===== config.mk =====
export PLATFORM = sky130hd
export DESIGN_NAME = cbx_io_edge_param_flat
export DESIGN_NICKNAME = d
export VERILOG_FILES = /design/src/rtl/cbx_io_edge_param_if.sv /design/src/rtl/cbx_io_edge_param.sv /design/src/flat_wrapper.sv
export SDC_FILE = /design/constraint.sdc
export NUM_CORES = 1
export LEC_CHECK = 0
export ABC_AREA = 1
export CAP_MARGIN = 20
export CORE_MARGIN = 3
export CORE_UTILIZATION = 35
export DETAILED_ROUTE_END_ITERATION = 6
export GPL_TIMING_DRIVEN = 1
export SLEW_MARGIN = 10
export SYNTH_ARGS = -nofsm -noshare
export SYNTH_HDL_FRONTEND = slang
export SYNTH_SLANG_ARGS = --single-unit

===== constraint.sdc =====
create_clock -name prog_clk -period 2 [get_ports prog_clk]
set_input_delay 0.3 -clock prog_clk [delete_from_list [all_inputs] [get_ports prog_clk]]
set_output_delay 0.3 -clock prog_clk [all_outputs]
set_load 0.1 [all_outputs]

===== src/rtl/cbx_io_edge_param_if.sv =====
// Configuration-chain bundle for cbx_io_edge_param: serial ccff data, shift/commit
// controls and the chain's status flags.
interface cbx_io_edge_param_if;
   logic ccff_head;
   logic ccff_shift_en;
   logic ccff_commit;
   logic ccff_tail;
   logic cfg_ready;
   logic cfg_err;

   modport master (
      output ccff_head, ccff_shift_en, ccff_commit,
      input  ccff_tail, cfg_ready, cfg_err
   );

   modport slave (
      input  ccff_head, ccff_shift_en, ccff_commit,
      output ccff_tail, cfg_ready, cfg_err
   );
endinterface


===== src/rtl/cbx_io_edge_param.sv =====
// Bottom-edge connection block merged with its I/O tile; pad controls come from a
// double-buffered ccff chain. Define CBX_IO_CFG_PARITY_EN to add an even-parity bit per frame.
module cbx_io_edge_param #(
   parameter int CHAN_W = 30,
   parameter int NUM_IO = 4
) (
   input  logic                      prog_clk,
   input  logic                      prog_reset_n,
   cbx_io_edge_param_if.slave        cfg,
   input  logic [CHAN_W-1:0]         chanx_left_in,
   input  logic [CHAN_W-1:0]         chanx_right_in,
   output logic [CHAN_W-1:0]         chanx_left_out,
   output logic [CHAN_W-1:0]         chanx_right_out,
   input  logic                      isol_n,
   input  logic [NUM_IO-1:0]         gfpga_pad_io_soc_in,
   output logic [NUM_IO-1:0]         gfpga_pad_io_soc_out,
   output logic [NUM_IO-1:0]         gfpga_pad_io_soc_dir,
   output logic [NUM_IO-1:0]         inpad
);
   localparam int SEL_W    = $clog2(2 * CHAN_W);
   localparam int FIELD_W  = SEL_W + 2;
   localparam int CFG_BITS = NUM_IO * FIELD_W;
`ifdef CBX_IO_CFG_PARITY_EN
   localparam int FRAME_BITS = CFG_BITS + 1;
`else
   localparam int FRAME_BITS = CFG_BITS;
`endif
   localparam int                 CNT_W      = $clog2(FRAME_BITS + 1);
   localparam logic [CNT_W-1:0]   CNT_FULL   = CNT_W'(FRAME_BITS);
   localparam logic [SEL_W:0]     NUM_TRACKS = (SEL_W + 1)'(2 * CHAN_W);

   typedef enum logic [1:0] {EMPTY, LOAD, ARMED, ACTIVE} state_e;

   state_e                 state_q;
   logic [FRAME_BITS-1:0]  sreg_q, sreg_d;
   logic [CFG_BITS-1:0]    shadow_q;
   logic [CNT_W-1:0]       cnt_q, cnt_d;
   logic                   ready_q, err_q;
   logic                   parity_ok, commit_ok, commit_bad;

   assign chanx_left_out  = chanx_right_in;
   assign chanx_right_out = chanx_left_in;

   assign cfg.ccff_tail = sreg_q[FRAME_BITS-1];
   assign cfg.cfg_ready = ready_q;
   assign cfg.cfg_err   = err_q;

`ifdef CBX_IO_CFG_PARITY_EN
   assign parity_ok = ~^sreg_q;
`else
   assign parity_ok = 1'b1;
`endif

   assign sreg_d     = cfg.ccff_shift_en ? {sreg_q[FRAME_BITS-2:0], cfg.ccff_head} : sreg_q;
   assign cnt_d      = (cfg.ccff_shift_en && cnt_q != CNT_FULL) ? cnt_q + 1'b1 : cnt_q;
   assign commit_ok  = cfg.ccff_commit && state_q == ARMED && !cfg.ccff_shift_en && parity_ok;
   assign commit_bad = cfg.ccff_commit && !commit_ok;

   // NOTE: every register below uses <= so all of them sample pre-edge values together.
   always_ff @(posedge prog_clk or negedge prog_reset_n) begin
      if (!prog_reset_n) begin
         state_q  <= EMPTY;
         sreg_q   <= '0;
         shadow_q <= '0;
         cnt_q    <= '0;
         ready_q  <= 1'b0;
         err_q    <= 1'b0;
      end else begin
         sreg_q <= sreg_d;
         if (commit_ok) begin
            shadow_q <= sreg_q[FRAME_BITS-1 -: CFG_BITS];
            ready_q  <= 1'b1;
            err_q    <= 1'b0;
            cnt_q    <= '0;
            state_q  <= ACTIVE;
         end else begin
            cnt_q <= cnt_d;
            if (commit_bad) begin
               err_q <= 1'b1;
            end else begin
               case (state_q)
                  EMPTY, ACTIVE: begin
                     if (cfg.ccff_shift_en) state_q <= (cnt_d == CNT_FULL) ? ARMED : LOAD;
                  end
                  LOAD: begin
                     if (cnt_d == CNT_FULL) state_q <= ARMED;
                  end
                  default: state_q <= state_q;
               endcase
            end
         end
      end
   end

   // Track space is {right, left}: sel indexes left first, then right, then reads 0.
   logic [2*CHAN_W-1:0] tracks;
   assign tracks = {chanx_right_in, chanx_left_in};

   // NOTE: each comb output gets a default before the loop so no latch is inferred.
   always_comb begin
      logic [FIELD_W-1:0] field;
      logic [SEL_W-1:0]   sel;
      logic               trk;
      gfpga_pad_io_soc_out = '0;
      gfpga_pad_io_soc_dir = '1;
      inpad                = '0;
      field                = '0;
      sel                  = '0;
      trk                  = 1'b0;
      for (int i = 0; i < NUM_IO; i++) begin
         field = shadow_q[i*FIELD_W +: FIELD_W];
         sel   = field[SEL_W-1:0];
         trk   = ({1'b0, sel} < NUM_TRACKS) ? tracks[sel] : 1'b0;
         gfpga_pad_io_soc_out[i] = isol_n & ready_q & field[SEL_W] & trk;
         gfpga_pad_io_soc_dir[i] = ready_q ? field[SEL_W+1] : 1'b1;
         inpad[i]                = isol_n & gfpga_pad_io_soc_in[i];
      end
   end
endmodule


===== src/flat_wrapper.sv =====
// flat-port wrapper written by rule: the top's interface ports become plain ports
module cbx_io_edge_param_flat 
#(
   parameter int CHAN_W = 30,
   parameter int NUM_IO = 4
)
  (prog_clk, prog_reset_n, chanx_left_in, chanx_right_in, chanx_left_out, chanx_right_out, isol_n, gfpga_pad_io_soc_in, gfpga_pad_io_soc_out, gfpga_pad_io_soc_dir, inpad, cfg_ccff_head, cfg_ccff_shift_en, cfg_ccff_commit, cfg_ccff_tail, cfg_cfg_ready, cfg_cfg_err);
  cbx_io_edge_param_if cfg_i ();
  input  logic prog_clk;
  input  logic prog_reset_n;
  input  logic [CHAN_W-1:0] chanx_left_in;
  input  logic [CHAN_W-1:0] chanx_right_in;
  output logic [CHAN_W-1:0] chanx_left_out;
  output logic [CHAN_W-1:0] chanx_right_out;
  input  logic isol_n;
  input  logic [NUM_IO-1:0] gfpga_pad_io_soc_in;
  output logic [NUM_IO-1:0] gfpga_pad_io_soc_out;
  output logic [NUM_IO-1:0] gfpga_pad_io_soc_dir;
  output logic [NUM_IO-1:0] inpad;
  input wire logic [$bits(cfg_i.ccff_head)-1:0] cfg_ccff_head;
  input wire logic [$bits(cfg_i.ccff_shift_en)-1:0] cfg_ccff_shift_en;
  input wire logic [$bits(cfg_i.ccff_commit)-1:0] cfg_ccff_commit;
  output wire logic [$bits(cfg_i.ccff_tail)-1:0] cfg_ccff_tail;
  output wire logic [$bits(cfg_i.cfg_ready)-1:0] cfg_cfg_ready;
  output wire logic [$bits(cfg_i.cfg_err)-1:0] cfg_cfg_err;
  assign cfg_i.ccff_head = cfg_ccff_head;
  assign cfg_i.ccff_shift_en = cfg_ccff_shift_en;
  assign cfg_i.ccff_commit = cfg_ccff_commit;
  assign cfg_ccff_tail = cfg_i.ccff_tail;
  assign cfg_cfg_ready = cfg_i.cfg_ready;
  assign cfg_cfg_err = cfg_i.cfg_err;
  cbx_io_edge_param #(.CHAN_W(CHAN_W), .NUM_IO(NUM_IO)) u_core (.prog_clk(prog_clk), .prog_reset_n(prog_reset_n), .cfg(cfg_i), .chanx_left_in(chanx_left_in), .chanx_right_in(chanx_right_in), .chanx_left_out(chanx_left_out), .chanx_right_out(chanx_right_out), .isol_n(isol_n), .gfpga_pad_io_soc_in(gfpga_pad_io_soc_in), .gfpga_pad_io_soc_out(gfpga_pad_io_soc_out), .gfpga_pad_io_soc_dir(gfpga_pad_io_soc_dir), .inpad(inpad));
endmodule

==> flow_summary.ini <==
[detailed_routing]
wirelength_um = 22500
wl_met2_um = 9850
top_layer_used = met4
first_pass_iters = 7
vias_per_cell = 5.08
met1_length_um = 9510
drt.antenna.violating_nets = 0
drc = 0
drt_iter0_markers = 948
vias = 7117
wl_met3_um = 1990
drt-wirelength-per-cell_um = 16.1

[yosys]
synth_area_mm2 = 0.00621
synth-compound-area-share_pct = 7.37
synth_warnings = 0
synth_fa_ha_area_share_pct = 1.01
synthTopCellsByArea = dfrtp_1, nand2_1, nand3_1
synthMuxAreaShare_pct = 0
synth_top_family_by_area = simple AND/OR/NAND/NOR gates
synth_cell_types = 21
synth_fp_nets = 1100
synth_top_area_share_pct = 29.8
ys_seq_elements = 74
syn_avg_cell_area_um2 = 6.06
synth_top_area_cell = dfrtp_1
synth-simple-area-share_pct = 40.3
yosysSeqAreaShare_pct = 29.8
synthCells = 1025
synth_xor_area_share_pct = 0.282

[status]
status = finished with violations
failed_checks = setup timing

[power_and_ir_drop]
total_power_mw = 10.0
p_leak_nw = 4.72
p_per_area_mw_per_mm2 = 1050
ir_drop_mv = 0.605

[cells_and_area]
post-route-util_pct = 55.1
final_cell_count_no_fill = 1400
antenna_cells = 0
area_growth_pct = 53.9
num-nets-final = 1245
drive_above_1_share_pct = 24.1
regArea_mm2 = 0.00186
fillers = 1638
multi_input_area_mm2 = 0.00335

[floorplan]
floorplan.initialDensity_pct = 35.8
die_h_um = 139
dieArea_mm2 = 0.0194
die_width_um = 139
core_mm2 = 0.0174
rows = 48
io_pins = 145

[timing]
timing.final.ws_setup_ps = -336
final_max_slew_viol_count = 0
slew_headroom_pct = 73.8
fin_crit_sh_pct = 117
finalSetupViolations = 4
grt_setup_unrepaired = true
tightest_slew_ps = 393
period_minus_slack_ps = 2340
timing.fmax_ghz = 0.428
finalHoldViolCount = 0
fin_skew_ps = 4.84

[placement]
dp_cells = 1371
portBuffers = 144
gp_congestion = 1.01
dpl.hpwl_um = 16300

[critical_path]
crit_arrival_ps = 2040
crit_fanout = 10
critPathCaptureType = output pin
critical_path_class = reg -> out
cpPeakStageDelay_ps = 430
cp_slowest_cell = dfrtp_2
startpoint_type = register
cp_cell_sequence = clkinv_4 -> buf_12 -> nand2_1 -> nand3_1 -> a21oi_2 -> nor2_2 -> nand2_1 -> nand3_2 -> a21oi_4 -> buf_12
critPathRequiredTime_ps = 1700

[grt]
grt.total_usage_pct = 22.3
grt_pass1_wl_um = 35300
grt_start_max_net_pins = 75
antenna_found_initial = 0
grt_pass1_vias = 6710
grt-ovfl-total = 0

[cts]
clockBufferDepth = 2
cts_sinks = 74
cts_tree = done
h-tree-depth = 3
cts.clk_slew.worst_paths_ps = 50
clk_latency_ps = 330
cts-root-buf = clkbuf_16
numCtsBuffers = 9

[hold_path]
worst_hold_path_type = in -> reg

[flow_run]
maxCapViolCount = 0
## stage by stage
stage                     hold WS, ps  setup TNS (ps)  instance area (um^2)  worst slack, ps
after floorplan                  4.41               0                  6280             5.66
after global placement            349            -894                  8760             -290
after detailed placement          350            -960                  8760             -278
after CTS                         326           -1070                  9330             -345
after global routing              356           -1510                  9560             -439
final                             334           -1160                  9560             -336
## cell usage after synthesis
library cell / number
a21boi_0: 1
a21oi_1: 20
buf_2: 27
buf_4: 68
buf_6: 8
clkbuf_1: 15
clkinv_1: 1
dfrtp_1: 74
ha_1: 5
inv_1: 131
inv_2: 8
nand2_1: 369
nand3_1: 193
nand3b_1: 2
nand4_1: 2
nor2_1: 26
nor2_2: 1
o211ai_1: 4
o21ai_0: 64
or2_2: 4
xor2_1: 2
## critical path, delay by kind of cell, from the launching register on
kind	cells	cell delay [ps]
buffers and inverters	3	490
flip-flops	1	430
AND/OR/NAND/NOR	5	390
AO/OA/AOI/OAI	2	380
## cell type report
cell class / instances / share of cell area (%)
Clock buffer: 14 / 2.86
Tap cell: 225 / 2.94
Timing Repair Buffer: 252 / 34.0
Sequential cell: 74 / 19.4
Multi-Input combinational cell: 693 / 35.0
Clock inverter: 2 / 0.105
Inverter: 140 / 5.68
## power by group
group	switching, mW	internal (mW)
Clock	0.562	0.937
Combinational	3.84	2.41
Sequential	0.379	1.88
## routing by layer
layer | up-vias | global-route usage, %
met2 | 417 | 35.0
li1 | 3441 | -
met3 | 85 | 2.96
met5 | - | 0
met1 | 3174 | 30.4
met4 | 0 | 11.1
## state kept, by name, indices dropped and copies added, names as in the netlist
name,count
u_core.cfg.cfg_ready,1
u_core.shadow_q,32
u_core.cnt_q,6
u_core.cfg.cfg_err,1
u_core.state_q,2
u_core.sreg_q,32
## cells by family after synthesis
logic type | count (synthesis)
xor+xnor | 2
fa+ha+maj | 5
flops | 74
compound gates | 89
buf+inv | 258
simple gates | 597
## final timing paths
check                                         from                       to  slack (ps)  depth (start not counted)
max in group asynchronous             prog_reset_n       u_core.shadow_q[0]        1150                          3
worst max register to register     u_core.cnt_q[0]        u_core.state_q[0]         270                         12
min in group asynchronous             prog_reset_n       u_core.cfg.cfg_err         520                          3
worst min register to register   u_core.sreg_q[30]        u_core.sreg_q[31]         480                          2
worst max-delay path            u_core.shadow_q[8]  gfpga_pad_io_soc_out[1]        -340                         10
worst min-delay path             cfg_ccff_shift_en          u_core.cnt_q[0]         330                          3
## placed cells by master, fill, tap and decap left out, drive strengths merged
cell type      instances
dlygate4sd2            2
nand3                193
o21ai                 64
buf                  179
o211ai                 4
dlygate4sd3            1
a21boi                 1
nor2                  27
clkdlybuf4s50         65
a21oi                 20
clkinv                 4
nand4                  2
ha                     5
or2                    4
clkbuf                19
nand3b                 2
dfrtp                 74
nand2                369
xor2                   2
inv                  138
## repair_timing
item                                   in CTS  in global routing
pin swaps                                  25                 27
resized for setup                          51                 34
setup endpoints to repair                   4                  4
setup buffers                               4                  1
hold buffers                                1                  0
endpoints found under the hold margin      49                  0
cloned                                      3                  5
(Power assumes the default switching activity.)
